File: src/rtl/mult_div_pkg.sv
// Shared encodings for the iterative multiply/divide unit: operation codes,
// FSM states and the default operand width.
package mult_div_pkg;

    localparam int MD_WIDTH = 32;

    localparam logic [1:0] OP_MULT  = 2'b00;
    localparam logic [1:0] OP_MULTU = 2'b01;
    localparam logic [1:0] OP_DIV   = 2'b10;
    localparam logic [1:0] OP_DIVU  = 2'b11;

    typedef enum logic [1:0] {
        ST_IDLE = 2'b00,
        ST_RUN  = 2'b01,
        ST_FIX  = 2'b10
    } md_state_e;

endpackage

File: src/rtl/mult_div_step.sv
// One combinational restoring-division step: shift the next dividend bit into
// the partial remainder, subtract the divisor when it fits, record the quotient bit.
module mult_div_step #(
    parameter int WIDTH = 32
) (
    input  logic [WIDTH:0]   rem_i,
    input  logic [WIDTH-1:0] quot_i,
    input  logic [WIDTH-1:0] divisor_i,
    output logic [WIDTH:0]   rem_o,
    output logic [WIDTH-1:0] quot_o
);

    logic [WIDTH:0]   rem_sh;
    logic [WIDTH:0]   div_ext;
    logic [WIDTH-1:0] quot_sh;

    assign rem_sh  = {rem_i[WIDTH-1:0], quot_i[WIDTH-1]};
    assign div_ext = {1'b0, divisor_i};
    assign quot_sh = {quot_i[WIDTH-2:0], 1'b0};

    always_comb begin
        rem_o  = rem_sh;
        quot_o = quot_sh;
        if (rem_sh >= div_ext) begin
            rem_o  = rem_sh - div_ext;
            quot_o = quot_sh | {{(WIDTH-1){1'b0}}, 1'b1};
        end
    end

endmodule

File: src/rtl/mult_div_unit.sv
// Iterative radix-2 multiply/divide unit owning HI/LO. Optional macro
// MULT_DIV_EARLY_TERM_EN ends a multiply once the remaining multiplier is zero.
module mult_div_unit
    import mult_div_pkg::*;
#(
    parameter int WIDTH = MD_WIDTH,
    parameter int CNT_W = 6
) (
    input  logic             iCLK,
    input  logic             iRST_n,
    input  logic             iStart,
    input  logic [1:0]       iOp,
    input  logic [WIDTH-1:0] iA,
    input  logic [WIDTH-1:0] iB,
    input  logic             iMTHI,
    input  logic             iMTLO,
    input  logic [WIDTH-1:0] iMTData,
    output logic [WIDTH-1:0] oHI,
    output logic [WIDTH-1:0] oLO,
    output logic             oBusy,
    output logic             oDone,
    output logic             oDivByZero
);

    md_state_e          state_q, state_d;
    logic               is_div_q, is_div_d;
    logic               sa_q, sa_d, sb_q, sb_d;
    logic               bz_q, bz_d;
    logic [CNT_W-1:0]   cnt_q, cnt_d;
    logic [2*WIDTH-1:0] acc_q, acc_d;
    logic [2*WIDTH-1:0] mcand_q, mcand_d;
    logic [WIDTH-1:0]   mplier_q, mplier_d;
    logic [WIDTH:0]     rem_q, rem_d;
    logic [WIDTH-1:0]   quot_q, quot_d;
    logic [WIDTH-1:0]   divisor_q, divisor_d;
    logic [WIDTH-1:0]   a_q, a_d;
    logic [WIDTH-1:0]   hi_q, hi_d, lo_q, lo_d;
    logic               done_q, done_d, dbz_q, dbz_d;

    logic [WIDTH:0]     step_rem;
    logic [WIDTH-1:0]   step_quot;
    logic               op_signed;
    logic [WIDTH-1:0]   mag_a, mag_b;
    logic [2*WIDTH-1:0] prod;

    mult_div_step #(.WIDTH(WIDTH)) u_step (
        .rem_i     (rem_q),
        .quot_i    (quot_q),
        .divisor_i (divisor_q),
        .rem_o     (step_rem),
        .quot_o    (step_quot)
    );

    // Signed ops are the even encodings (MULT, DIV).
    assign op_signed = ~iOp[0];
    assign mag_a     = (op_signed && iA[WIDTH-1]) ? -iA : iA;
    assign mag_b     = (op_signed && iB[WIDTH-1]) ? -iB : iB;
    assign prod      = (sa_q ^ sb_q) ? -acc_q : acc_q;

    always_comb begin
        state_d   = state_q;
        is_div_d  = is_div_q;
        sa_d      = sa_q;
        sb_d      = sb_q;
        bz_d      = bz_q;
        cnt_d     = cnt_q;
        acc_d     = acc_q;
        mcand_d   = mcand_q;
        mplier_d  = mplier_q;
        rem_d     = rem_q;
        quot_d    = quot_q;
        divisor_d = divisor_q;
        a_d       = a_q;
        hi_d      = hi_q;
        lo_d      = lo_q;
        done_d    = 1'b0;
        dbz_d     = 1'b0;
        case (state_q)
            ST_IDLE: begin
                if (iStart) begin
                    is_div_d  = iOp[1];
                    sa_d      = op_signed & iA[WIDTH-1];
                    sb_d      = op_signed & iB[WIDTH-1];
                    bz_d      = (iB == '0);
                    a_d       = iA;
                    cnt_d     = '0;
                    acc_d     = '0;
                    mcand_d   = {{WIDTH{1'b0}}, mag_a};
                    mplier_d  = mag_b;
                    rem_d     = '0;
                    quot_d    = mag_a;
                    divisor_d = mag_b;
                    state_d   = ST_RUN;
                end else begin
                    if (iMTHI) hi_d = iMTData;
                    if (iMTLO) lo_d = iMTData;
                end
            end
            ST_RUN: begin
                cnt_d = cnt_q + 1'b1;
                if (is_div_q) begin
                    rem_d  = step_rem;
                    quot_d = step_quot;
                end else begin
                    if (mplier_q[0]) acc_d = acc_q + mcand_q;
                    mcand_d  = mcand_q << 1;
                    mplier_d = mplier_q >> 1;
                end
                if (cnt_d == CNT_W'(WIDTH)) state_d = ST_FIX;
`ifdef MULT_DIV_EARLY_TERM_EN
                if (!is_div_q && mplier_d == '0) state_d = ST_FIX;
`endif
            end
            ST_FIX: begin
                if (is_div_q) begin
                    if (bz_q) begin
                        hi_d  = a_q;
                        lo_d  = '1;
                        dbz_d = 1'b1;
                    end else begin
                        lo_d = (sa_q ^ sb_q) ? -quot_q : quot_q;
                        hi_d = sa_q ? -rem_q[WIDTH-1:0] : rem_q[WIDTH-1:0];
                    end
                end else begin
                    {hi_d, lo_d} = prod;
                end
                done_d  = 1'b1;
                state_d = ST_IDLE;
            end
            default: state_d = ST_IDLE;
        endcase
    end

    always_ff @(posedge iCLK or negedge iRST_n) begin
        if (!iRST_n) begin
            state_q   <= ST_IDLE;
            is_div_q  <= 1'b0;
            sa_q      <= 1'b0;
            sb_q      <= 1'b0;
            bz_q      <= 1'b0;
            cnt_q     <= '0;
            acc_q     <= '0;
            mcand_q   <= '0;
            mplier_q  <= '0;
            rem_q     <= '0;
            quot_q    <= '0;
            divisor_q <= '0;
            a_q       <= '0;
            hi_q      <= '0;
            lo_q      <= '0;
            done_q    <= 1'b0;
            dbz_q     <= 1'b0;
        end else begin
            state_q   <= state_d;
            is_div_q  <= is_div_d;
            sa_q      <= sa_d;
            sb_q      <= sb_d;
            bz_q      <= bz_d;
            cnt_q     <= cnt_d;
            acc_q     <= acc_d;
            mcand_q   <= mcand_d;
            mplier_q  <= mplier_d;
            rem_q     <= rem_d;
            quot_q    <= quot_d;
            divisor_q <= divisor_d;
            a_q       <= a_d;
            hi_q      <= hi_d;
            lo_q      <= lo_d;
            done_q    <= done_d;
            dbz_q     <= dbz_d;
        end
    end

    assign oHI        = hi_q;
    assign oLO        = lo_q;
    assign oBusy      = (state_q != ST_IDLE);
    assign oDone      = done_q;
    assign oDivByZero = dbz_q;

endmodule

File: config.mk
export PLATFORM = sky130hd
export DESIGN_NAME = mult_div_unit
export DESIGN_NICKNAME = d
export VERILOG_FILES = /design/src/rtl/mult_div_pkg.sv /design/src/rtl/mult_div_step.sv /design/src/rtl/mult_div_unit.sv
export SDC_FILE = /design/constraint.sdc
export NUM_CORES = 1
export LEC_CHECK = 0
export ABC_AREA = 1
export CAP_MARGIN = 10
export CORE_MARGIN = 1.5
export CORE_UTILIZATION = 40
export DETAILED_ROUTE_END_ITERATION = 6
export PLACE_DENSITY = 0.58
export SYNTH_ARGS = -nofsm -noshare
export SYNTH_HDL_FRONTEND = slang
export SYNTH_SLANG_ARGS = --single-unit
export TNS_END_PERCENT = 30
File: constraint.sdc
create_clock -name iCLK -period 2.6 [get_ports iCLK]
set_input_delay 0.39 -clock iCLK [delete_from_list [all_inputs] [get_ports iCLK]]
set_output_delay 0.39 -clock iCLK [all_outputs]
set_load 0.05 [all_outputs]
==> metrics.md <==
| Metric | Value |
|---|---|
| Crit Reg-Reg Startpoint | `sb_q` |
| Die extent in x | `about 270 microns` |
| CP endpoint kind | `output port` |
| Violation count after the first detailed-route iteration | `about 3800` |
| Max-slew violation count | `0` |
| Initial core utilization | `40.6%` |
| Peak VDD IR | `766 uV` |
| Tot Pwr | `53.9 mW` |
| I/O pins | `170` |
| Share of cells above drive strength 1 | `a little under a tenth` |
| Largest fanout on the critical path | `4` |
| Initial antenna violation count | `7` |
| Slew HR | `34.4%` |
| Number of max-cap violations | `0` |
| CP Class | `flop to output port` |
| Syn avg cell area | `6.42 sq um` |
| Critical Path RT | `2.21 ns` |
| RSZ-0062 raised after global routing | `yes` |
| Clock latency on the worst-skew pair | `0.62 ns` |
| Vias in the first global route | `approximately 30000` |
| GRT Residual Overflow | `0` |
| Reg2Reg Setup Slack | `0.10 ns` |
| Non-Filler Instances | `around 5700` |
| R2r worst-path depth | `11` |
| GR Layer Usage met1 | `approximately 52%` |
| Total wire length | `125 mm` |
| Final worst-path setup slack | `0.0857 ns` |
| Final setup TNS | `0 ns` |
| Max Freq | `0.398 GHz` |
| Post-route ant nets | `0` |
| Post-route cell area | `between 30000 and 40000 sq um` |
| Final Skew | `between 0.03 and 0.04 ns` |
| Post-Syn Instances | `4441` |
| Met2 usage | `46.9%` |
| Most Crowded Layer GR | `met1` |
| PortBufs | `169` |
| Worst Tran Pin Value | `0.981 ns` |
| H-tree depth | `2` |
| Largest stage delay, worst path | `0.79 ns` |
| Crit path DAT | `2.12 ns` |
| Mapped Area | `28500 sq um` |
| Final GP Congestion | `1.00` |
| Status | `finished clean` |
| Hold Worst Slack | `0.301 ns` |
| Critical Path Source Type | `flop` |
| Via count | `31654` |
| Core Area | `70300 sq um` |
| DRC | `0` |
| Most frequent cells in the layout | `nand2_1 (1117), nor2_1 (606), inv_1 (494), a21oi_1 (396), dfrtp_1 (366)` |
| Clk buf depth | `3` |
| Syn nets | `4647` |
| FF+latch count, synth | `approximately 370` |
| CTS tree | `done` |
| Final hold vios | `0` |
| GR Util met3 | `6.15%` |
| First-pass GRT wire length | `186 mm` |
| TritonCTS buffer count | `between 40 and 50` |
| CP bufs+invs | `3` |
| Final Critical Period | `approximately 2.5 ns` |
| Final HPWL from detailed placement | `around 100 mm` |
| Worst Hold Class | `input pin to async pin` |
| Fin util | `48.9%` |
| Clock sinks | `366` |
| Area growth from synthesis to layout | `20.6%` |
| Die Ht | `270 microns` |
| Pin count of the biggest net entering global routing | `79` |
| WL/cell | `approximately 22 microns` |
| Detailed Routing Iterations Pass 1 | `5` |
| Commonest non-fill, non-tap cell in the layout | `nand2_1` |
| Tcrit/Tclk final | `96.7%` |
| Die ar. | `about 73000 sq um` |
| Pwr/cell area | `between 1500 and 2000 nW/um^2` |
| Root buf cell | `clkbuf_16` |
| Slowest-stage cell, CP | `clkdlybuf4s50_1` |
| Placed Cells | `5604` |
| Syn. warnings | `0` |
| Num rows | `97` |
| Final setup fails | `0` |
| Worst R2R End | `oLO[13]` |
| Pre-CTS worst setup slack | `-0.0408 ns` |
| Placed instance area | `32500 sq um` |
| Sequence of cells on the critical path | `nor2_1 -> buf_4 -> inv_1 -> clkdlybuf4s50_1` |
| Netlist cell types | `61` |
| Clk slew on worst S/H paths | `0.06 ns` |
| Register area share after synthesis | `roughly a third` |
| GRT Overall Usage | `roughly a third` |
| Top Family by Delay on Critical Path | `buffers and inverters` |
| Detailed-route vias per instance | `5.56` |
| Lkg Pwr | `about 16 nW` |
| Fin nets | `about 4900` |
==> worst max path at each step <==
stage,from,end,slack [ns],cells past startpoint
final,state_q[0],oBusy,0.09,4
after global routing,mcand_q[26],acc_q[55],-0.06,11
after CTS,mcand_q[0],acc_q[62],0.04,16
after detailed placement,divisor_q[22],quot_q[0],-0.04,11
after global placement,divisor_q[30],quot_q[0],-0.02,12
after floorplan,rem_q[21],rem_q[13],0.51,11
==> state kept, by name, indices dropped and copies added, names as in the netlist <==
register and count:
acc_q 64, mcand_q 64, a_q 32, divisor_q 32, mplier_q 32, oHI 32, oLO 32, quot_q 32
rem_q 32, cnt_q 6, state_q 2, bz_q 1, is_div_q 1, oDivByZero 1, oDone 1, sa_q 1
sb_q 1
==> worst reg2reg max path, stage by stage, from the launching register on <==
cell and delay [ns]:
dfrtp_1 0.41, inv_1 0.06, nand2_1 0.10, nand2_4 0.16, inv_2 0.18, nor2_1 0.08
nor2_1 0.36, a21oi_1 0.12, o21ai_1 0.21, o21ai_0 0.40, nand2_1 0.22, a21oi_1 0.08
==> power by group <==
part	switching, mW	internal [mW]	total, mW
sequential	2.72	8.39	11.1
clock	2.90	3.98	6.88
combinational	24.2	11.7	35.9
total	29.8	24.1	53.9
==> area by class of cell <==
class	instances	area [sq um]
antenna	4	10.0
clock inverter	26	333
multi-input combinational	3409	17000
inverter	522	1960
tap	940	1180
timing repair buffer	370	3470
fill	7372	35900
sequential	366	9160
clock buffer	60	1260
==> kinds of logic after synthesis <==
logic type	count (synthesis)	share of synthesized area [%]
xor gates and xnor gates	54	1.66
DFF	366	32.1
buffers and inverters	666	9.30
and+or+nand+nor	2270	33.4
AOI/OAI and AO/OA	982	18.9
adders and majority gates	103	4.57
==> synth_stat cells (all sizes together) <==
master      n  share of area (%)
a22o        1              0.031
o311ai      2              0.061
nor4        8               0.18
a2bb2oi     1              0.031
o2111ai     1              0.031
o21bai     13               0.34
dfrtp     366                 32
nand4      42               0.92
a32oi       1              0.031
o221ai      3              0.092
o211ai     36                1.1
o22ai      42               0.92
o31ai       8               0.21
o21ai     390                6.9
xor2       26               0.80
clkbuf     77                1.0
nor3       44               0.90
o32ai       1              0.031
nand3b     12               0.32
o21a        9               0.24
a31oi      22               0.48
a21boi      5               0.13
a21o        9               0.24
nand3     356                6.5
and3        2              0.044
xnor2      28               0.86
a22oi      24               0.63
and2        1              0.022
buf        67                1.4
a211oi      2              0.053
clkinv      2              0.026
a21oi     410                7.3
a32o        1              0.035
nor2      640                8.7
a31o        1              0.031
inv       520                6.8
fa          2               0.14
nor3b       1              0.026
nand2    1155                 16
ha        101                4.4
or2         9               0.20
==> metal layers <==
layer  share of wire, %  vias up
met5                  0        -
met4                2.6        0
met3                8.9      133
met2                 40     1325
met1                 49    15031
li1                   -    15165
==> timing repair <==
item                       4_1_cts  5_1_grt
setup endpoints to repair        1       61
cloned                           0        0
hold buffers                     1        0
pin swaps                        0        3
resized for setup                1       65
hold endpoints to repair        39        0
buffers inserted                 0        2
Note: power is estimated with default switching activity, not from simulation.
